$ cat src/rtl/game_flow_ctrl.sv
// rtl/game_flow_ctrl.sv - boxhead game-state sequencer: title, play, death, game-over overlay, restart
module game_flow_ctrl #(
    parameter int         DYING_FRAMES    = 60,
    parameter int         BLINK_HALF      = 30,
    parameter int         MIN_SHOW_FRAMES = 120,
    parameter logic [7:0] RESTART_KEY     = 8'h28
) (
    input  logic       Clk,
    input  logic       Reset,
    input  logic       frame_clk,
    input  logic       player_dead,
    input  logic [7:0] keycode,
    output logic       game_over_on,
    output logic       game_active,
    output logic       game_reset,
    output logic [2:0] state
);

    localparam logic [2:0] S_IDLE  = 3'd0;
    localparam logic [2:0] S_START = 3'd1;
    localparam logic [2:0] S_PLAY  = 3'd2;
    localparam logic [2:0] S_DYING = 3'd3;
    localparam logic [2:0] S_OVER  = 3'd4;

    localparam logic [7:0] L_DYING = DYING_FRAMES[7:0];
    localparam logic [7:0] L_BLINK = BLINK_HALF[7:0];
    localparam logic [7:0] L_SHOW  = MIN_SHOW_FRAMES[7:0];

    logic [2:0] r_state;
    logic       r_frame_q;
    logic       r_key_up;
    logic [7:0] r_frame_cnt;
    logic [7:0] r_blink_cnt;
    logic       r_over_on;
    logic       r_active;
    logic       r_reset;

    logic       w_frame_tick;
    logic       w_key_hit;
    logic [7:0] w_frame_inc;
    logic [7:0] w_blink_inc;
    logic       w_blink_done;
    logic       w_entering;
    logic [2:0] w_next_state;
    logic [7:0] w_frame_cnt_d;
    logic [7:0] w_blink_cnt_d;
    logic       w_over_on_d;
    logic       w_active_d;
    logic       w_reset_d;

    // r_key_up clears on reset so a key held across reset release is not a fresh press
    assign w_frame_tick = frame_clk & ~r_frame_q;
    assign w_key_hit    = (keycode == RESTART_KEY) & r_key_up;
    assign w_frame_inc  = r_frame_cnt + 8'd1;
    assign w_blink_inc  = r_blink_cnt + 8'd1;
    assign w_blink_done = w_frame_tick & (w_blink_inc == L_BLINK);

    always_ff @(posedge Clk) begin
        if (Reset) begin
            r_state     <= S_IDLE;
            r_frame_q   <= 1'b0;
            r_key_up    <= 1'b0;
            r_frame_cnt <= 8'd0;
            r_blink_cnt <= 8'd0;
            r_over_on   <= 1'b0;
            r_active    <= 1'b0;
            r_reset     <= 1'b0;
        end else begin
            r_state     <= w_next_state;
            r_frame_q   <= frame_clk;
            r_key_up    <= (keycode != RESTART_KEY);
            r_frame_cnt <= w_frame_cnt_d;
            r_blink_cnt <= w_blink_cnt_d;
            r_over_on   <= w_over_on_d;
            r_active    <= w_active_d;
            r_reset     <= w_reset_d;
        end
    end

    always_comb begin
        w_next_state = r_state;
        case (r_state)
            S_IDLE:  if (w_key_hit) w_next_state = S_START;
            S_START: w_next_state = S_PLAY;
            S_PLAY:  if (player_dead) w_next_state = S_DYING;
            S_DYING: if (w_frame_tick && (w_frame_inc == L_DYING)) w_next_state = S_OVER;
            S_OVER:  if (w_key_hit && (r_frame_cnt == L_SHOW)) w_next_state = S_START;
            default: w_next_state = S_IDLE;
        endcase
    end

    // Counters clear on every state entry; a tick on the entry edge is dropped
    always_comb begin
        w_entering    = (w_next_state != r_state);
        w_frame_cnt_d = r_frame_cnt;
        w_blink_cnt_d = r_blink_cnt;
        w_over_on_d   = r_over_on;
        if (w_entering) begin
            w_frame_cnt_d = 8'd0;
            w_blink_cnt_d = 8'd0;
        end else if (w_frame_tick) begin
            if (r_state == S_DYING || (r_state == S_OVER && r_frame_cnt != L_SHOW))
                w_frame_cnt_d = w_frame_inc;
            if (r_state == S_OVER)
                w_blink_cnt_d = w_blink_done ? 8'd0 : w_blink_inc;
        end
        if (w_next_state != S_OVER)
            w_over_on_d = 1'b0;
        else if (w_entering)
            w_over_on_d = 1'b1;
        else if (w_blink_done)
            w_over_on_d = ~r_over_on;
        w_active_d = (w_next_state == S_PLAY);
        w_reset_d  = (w_next_state == S_START);
    end

    assign state        = r_state;
    assign game_over_on = r_over_on;
    assign game_active  = r_active;
    assign game_reset   = r_reset;

endmodule

$ cat config.mk
export PLATFORM = sky130hd
export DESIGN_NAME = game_flow_ctrl
export DESIGN_NICKNAME = d
export VERILOG_FILES = /design/src/rtl/game_flow_ctrl.sv
export SDC_FILE = /design/constraint.sdc
export NUM_CORES = 1
export LEC_CHECK = 0
export ABC_AREA = 1
export CAP_MARGIN = 40
export CORE_UTILIZATION = 55
export CTS_CLUSTER_DIAMETER = 60
export CTS_CLUSTER_SIZE = 30
export DETAILED_ROUTE_END_ITERATION = 10
export PLACE_DENSITY = 0.78
export REMOVE_ABC_BUFFERS = 1
export SLEW_MARGIN = 20
export SYNTH_ARGS = -nofsm -noshare
export SYNTH_HDL_FRONTEND = slang
export SYNTH_SLANG_ARGS = --single-unit
$ cat constraint.sdc
create_clock -name Clk -period 5.55 [get_ports Clk]
set_clock_uncertainty 0.2 [all_clocks]
set_input_delay 1.11 -clock Clk [delete_from_list [all_inputs] [get_ports Clk]]
set_output_delay 1.11 -clock Clk [all_outputs]
set_load 0.05 [all_outputs]
* Word-level counts from Yosys, hierarchy flattened
Index checks and enable logic that the tools add are counted.
Cells by class: multiplexer cells 8, equal/unequal tests 14, reduce and logical (&&, ||, !) cells 10, add/subtract/negate cells 2, bitwise gates (word level) 5
Operators by type and width (count):
- 8-bit by 1-bit adder with 8-bit output, second input constant | 2
- 8-bit by 6-bit equality test with 1-bit output, second input constant | 2
- 3-bit one-hot mux with 5 select lines | 1
- 3-bit two-way mux | 4
- 3-bit by 2-bit equality test with 1-bit output, second input constant | 3
- 8-bit by 5-bit equality test with 1-bit output, second input constant | 1
- 8-bit by 7-bit equality test with 1-bit output, second input constant | 1
- 8-bit two-way mux | 1
- 8-bit by 6-bit != test with 1-bit output, second input constant | 1
- 8-bit by 7-bit != test with 1-bit output, second input constant | 1
- 3-bit by 1-bit equality test with 1-bit output, second input constant | 2
- 2-bit AND reduction | 2
- 2-bit OR reduction | 2
- 1-bit bitwise AND | 3
- 3-bit equality test, second input constant | 1
- 1-bit logical AND | 3
- 3-bit zero test | 1
- 3-bit != test | 1
- 3-bit != test, second input constant | 1
- 1-bit two-way mux | 2
- 1-bit inverter | 2
- 2-bit nonzero test | 1
- 1-bit logical OR | 1
Storage, ports and cells: output and inout bits 6, flip-flop bits (word level) 24, word-level logic and storage cells 47, bits of input ports 12

* Depth between registers and ports, before layout
word-level depth 7, mapped depth 13

* Worst setup path after synthesis
No wires, ideal clock.
path kind input -> register, from input keycode[2], to register r_frame_cnt[4], buffers on the path 1, data arrival time 2.130 ns, setup time 0.124 ns, stages on the path 9, setup slack 3.096 ns, cells stage by stage nor2_1 nand2_1 nor2_1 nand3_2 a21oi_1 a21oi_4 nand4_4 buf_12 nor2_4
Between the ends: word-level cells in the longest chain between the ends 7
RTL lines:
- from (decl) | RTL line 12 | input logic [7:0] keycode,
- 8-bit by 6-bit equality test with 1-bit output * | RTL line 53 | assign w_key_hit = (keycode == RESTART_KEY) & r_key_up;
- 1-bit bitwise AND * | RTL line 53
- 1-bit logical AND | RTL line 87 | S_OVER: if (w_key_hit && (r_frame_cnt == L_SHOW)) w_next_state = S_START;
- 3-bit two-way mux | RTL line 87
- 3-bit one-hot mux with 5 select lines * | RTL line 82 | case (r_state)
- 3-bit != test * | RTL line 94 | w_entering = (w_next_state != r_state);
- 2-bit OR reduction (no source line) *
- to (signal assigned) | RTL line 72 | r_frame_cnt <= w_frame_cnt_d;
- to (decl) | RTL line 32 | logic [7:0] r_frame_cnt;
Every way passes the cells marked *; elsewhere a longest branch is shown, timed or not. A chain may end at the register's enable or synchronous reset.

* Worst setup path after layout
from register r_state[2], in the netlist state[2], to output state[2]
RTL lines:
- from (decl) | RTL line 29 | logic [2:0] r_state;
- from (signal assigned) | RTL line 69 | r_state <= w_next_state;
- to (decl) | RTL line 16 | output logic [2:0] state
No word-level cell between the ends.

==> results.toml <==
[logic_synthesis]
synth_compound_area_frac = 0.08587
synth_cells = 232
synth_area_leaders = "dfxtp_1 (31%), nand2_1 (14%), nor2_1 (8.4%)"
synth_top_cell_area_share = 0.3082
synthAdderAreaFrac = 0.04013
ys_seq_area_frac = 0.3082
synth_xor_area_frac = 0.02809
yosys.area.top_type = "dfxtp_1"
synth_cell_types = 30
ys_seq_elements = 24
synthMuxAreaShare = 0.006421
syn_avg_cell_area_um2 = 6.720
yosysWarnings = 0
yosys.area_share.simple = 0.4294
synth_top_family_by_area = "simple AND/OR/NAND/NOR gates"
synth_area_um2 = 1559

[sta]
holdWs_ns = 0.3907
finalHoldViolCount = 0
period_needed_ns = 2.908
tns_ns = 0
max_freq_ghz = 0.3439
drv_slew = 0
tightest_slew_ns = 0.5046
setup_violations = 0
period_share = 0.5239
setup_slack_ns = 2.642
maxSlewHeadroom = 0.6626
grt_setup_unrepaired = "false"

[placement]
dp_hpwl_mm = 2.381
place.gp.congestion = 0.8477
io_buffers = 17
dp.cells = 275
place_ws_ns = 2.341

[run_status]
status = "completed"

[power_and_ir_drop]
p_leak_nw = 0.7515
ir_drop_v = 0.0001254
power_per_cell_area_nw_per_um2 = 159.0

[clock_network]
cts.root.buffer_cell = "clkbuf_4"
numCtsBuffers = 3
clk_pin_slew_ns = 0.13
cts_htree_levels = 1
hold_buffers = 0
cts_tree = "done"
cts_resized = 0
cts_buffer_depth = 2
cts_sinks = 24
postCtsSetupBuffers = 0
clk_latency_ns = 0.31

[route]
drc_errors = 0
drtIter0Drc = 53
firstDrtPassIters = 4
post_drt_wl_per_cell_um = 10.97
drtAntennaViolNets = 0
vias = 1417
vias_per_cell = 5.079
routed_wl_mm = 3.062

[hold_path]
min_from = "r_blink_cnt[5]$_SDFFE_PP0P_"
min_path_type = "flop to flop"

[die]
coreArea_um2 = 2567
pin_count = 18
die_h_um = 55.24
rows = 18
dieArea_um2 = 3051
start_util = 0.6072
dieWidth_um = 55.24

[worst_setup_path]
start_kind = "flop"
crit_path_cell_trace = "clkdlybuf4s50_1"
endpoint_kind = "output pin"
critPathMaxStageDelay_ns = 0.84
cp_top_family = "buffers and inverters"
crit_path_max_fanout = 6
required_ns = 4.24
critPathArrivalTime_ns = 1.60
startpoint = "state[2]$_SDFF_PP0_"
slowest_stage = "clkdlybuf4s50_1"
setup.worst_path.class = "flop to output pin"
r2r_start = "r_frame_cnt[0]$_SDFFE_PP0P_"
critPathBufInv = 1

[global_route]
first_global_vias = 1309
grt_max_degree = 17
grt_remaining_overflow = 0
gr-usage-all-layers = 0.2157
grt_pass1_wl_mm = 5.326
antenna_found_initial = 0

[layout]
diodes = 0
fin_cells = 279
drive_gt1_frac = 0.1245
syn2layout_area_growth_pct = 13.40
fillerInstances = 257
nets = 267

[run]
drv_cap = 0
-- stage by stage --
| step | area (um^2) | power (mW) | util |
|---|---|---|---|
| after floorplan | 1524 | 0.1833 | - |
| after global placement | 1732 | 0.1927 | 0.6745 |
| after detailed placement | 1732 | 0.1929 | 0.6745 |
| after CTS | 1768 | 0.2857 | 0.6886 |
| after global routing | 1768 | 0.2919 | 0.6886 |
| final | 1768 | 0.2811 | 0.6886 |
-- kinds of logic (layout without fill, tap and decap cells) --
| kind of cell | after synthesis | count (layout) |
|---|---|---|
| and+or+nand+nor | 140 | 140 |
| adders and majority gates | 5 | 5 |
| AOI/OAI and AO/OA | 20 | 20 |
| buffers and inverters | 37 | 54 |
| xor gates and xnor gates | 5 | 5 |
| DFF | 24 | 24 |
| muxes | 1 | 1 |
-- state kept, by name, indices dropped and copies added (netlist names) --
signal and flops:
r_blink_cnt 8, r_frame_cnt 8, state 3, game_active 1, game_over_on 1, game_reset 1, r_frame_q 1, r_key_up 1
-- path summary, 6_finish.rpt --
path | slack (ns) | cells after the start | endpoint
worst min register to register | 0.39 | 4 | r_blink_cnt[5]$_SDFFE_PP0P_
worst max-delay path | 2.64 | 1 | state[2]
worst min-delay path | 0.39 | 4 | r_blink_cnt[5]$_SDFFE_PP0P_
worst max register to register | 3.23 | 10 | r_blink_cnt[1]$_SDFFE_PP0P_
-- placed cells by master, fill, tap and decap left out --
master           instances
xor2_1                   4
xnor2_1                  1
a22oi_1                  4
o22ai_1                  1
dfxtp_1                 24
nor2_2                  11
nand4_4                  1
inv_1                   31
nor2_1                  35
nand2_2                  3
nor3b_2                  1
inv_2                    2
ha_1                     5
clkbuf_8                 1
clkbuf_4                 3
nand3_2                  3
a31oi_1                  1
o21ai_0                 10
nand4_1                  7
nand2_1                 59
a21oi_4                  1
o21bai_2                 1
a21oi_2                  1
nor2_4                   3
nand3b_1                 1
nand3_1                 15
clkdlybuf4s50_1         17
mux2i_1                  1
a21oi_1                  1
nor3_1                   1
-- synthesized netlist by cell type (all sizes together) --
master	count
a21oi	3
a22oi	4
a31oi	1
buf	2
clkbuf	2
dfxtp	24
ha	5
inv	33
mux2i	1
nand2	62
nand3	18
nand3b	1
nand4	8
nor2	49
nor3	1
nor3b	1
o21ai	10
o21bai	1
o22ai	1
xnor2	1
xor2	4
-- cell type report --
class | instances | area [um^2] | area share
Timing Repair Buffer | 17 | 170.2 | 0.09625
Multi-Input combinational cell | 171 | 919.6 | 0.5202
Clock buffer | 4 | 36.28 | 0.02052
Tap cell | 30 | 37.54 | 0.02123
Sequential cell | 24 | 480.5 | 0.2718
Inverter | 33 | 123.9 | 0.07006
-- power by group --
group          total (mW)  switching (mW)  internal [mW]  leakage [nW]
clock network      0.0921          0.0520         0.0401        0.0210
logic              0.0154         0.00687        0.00855         0.537
registers           0.174        0.000452          0.173         0.194
-- per-layer routing --
layer | GRT usage | share of wire
met4 | 0.07500 | 0.012
met5 | 0 | 0
met3 | 0.03747 | 0.042
met1 | 0.2777 | 0.50
met2 | 0.3632 | 0.44
No activity file was read; power rests on OpenSTA's default activity.
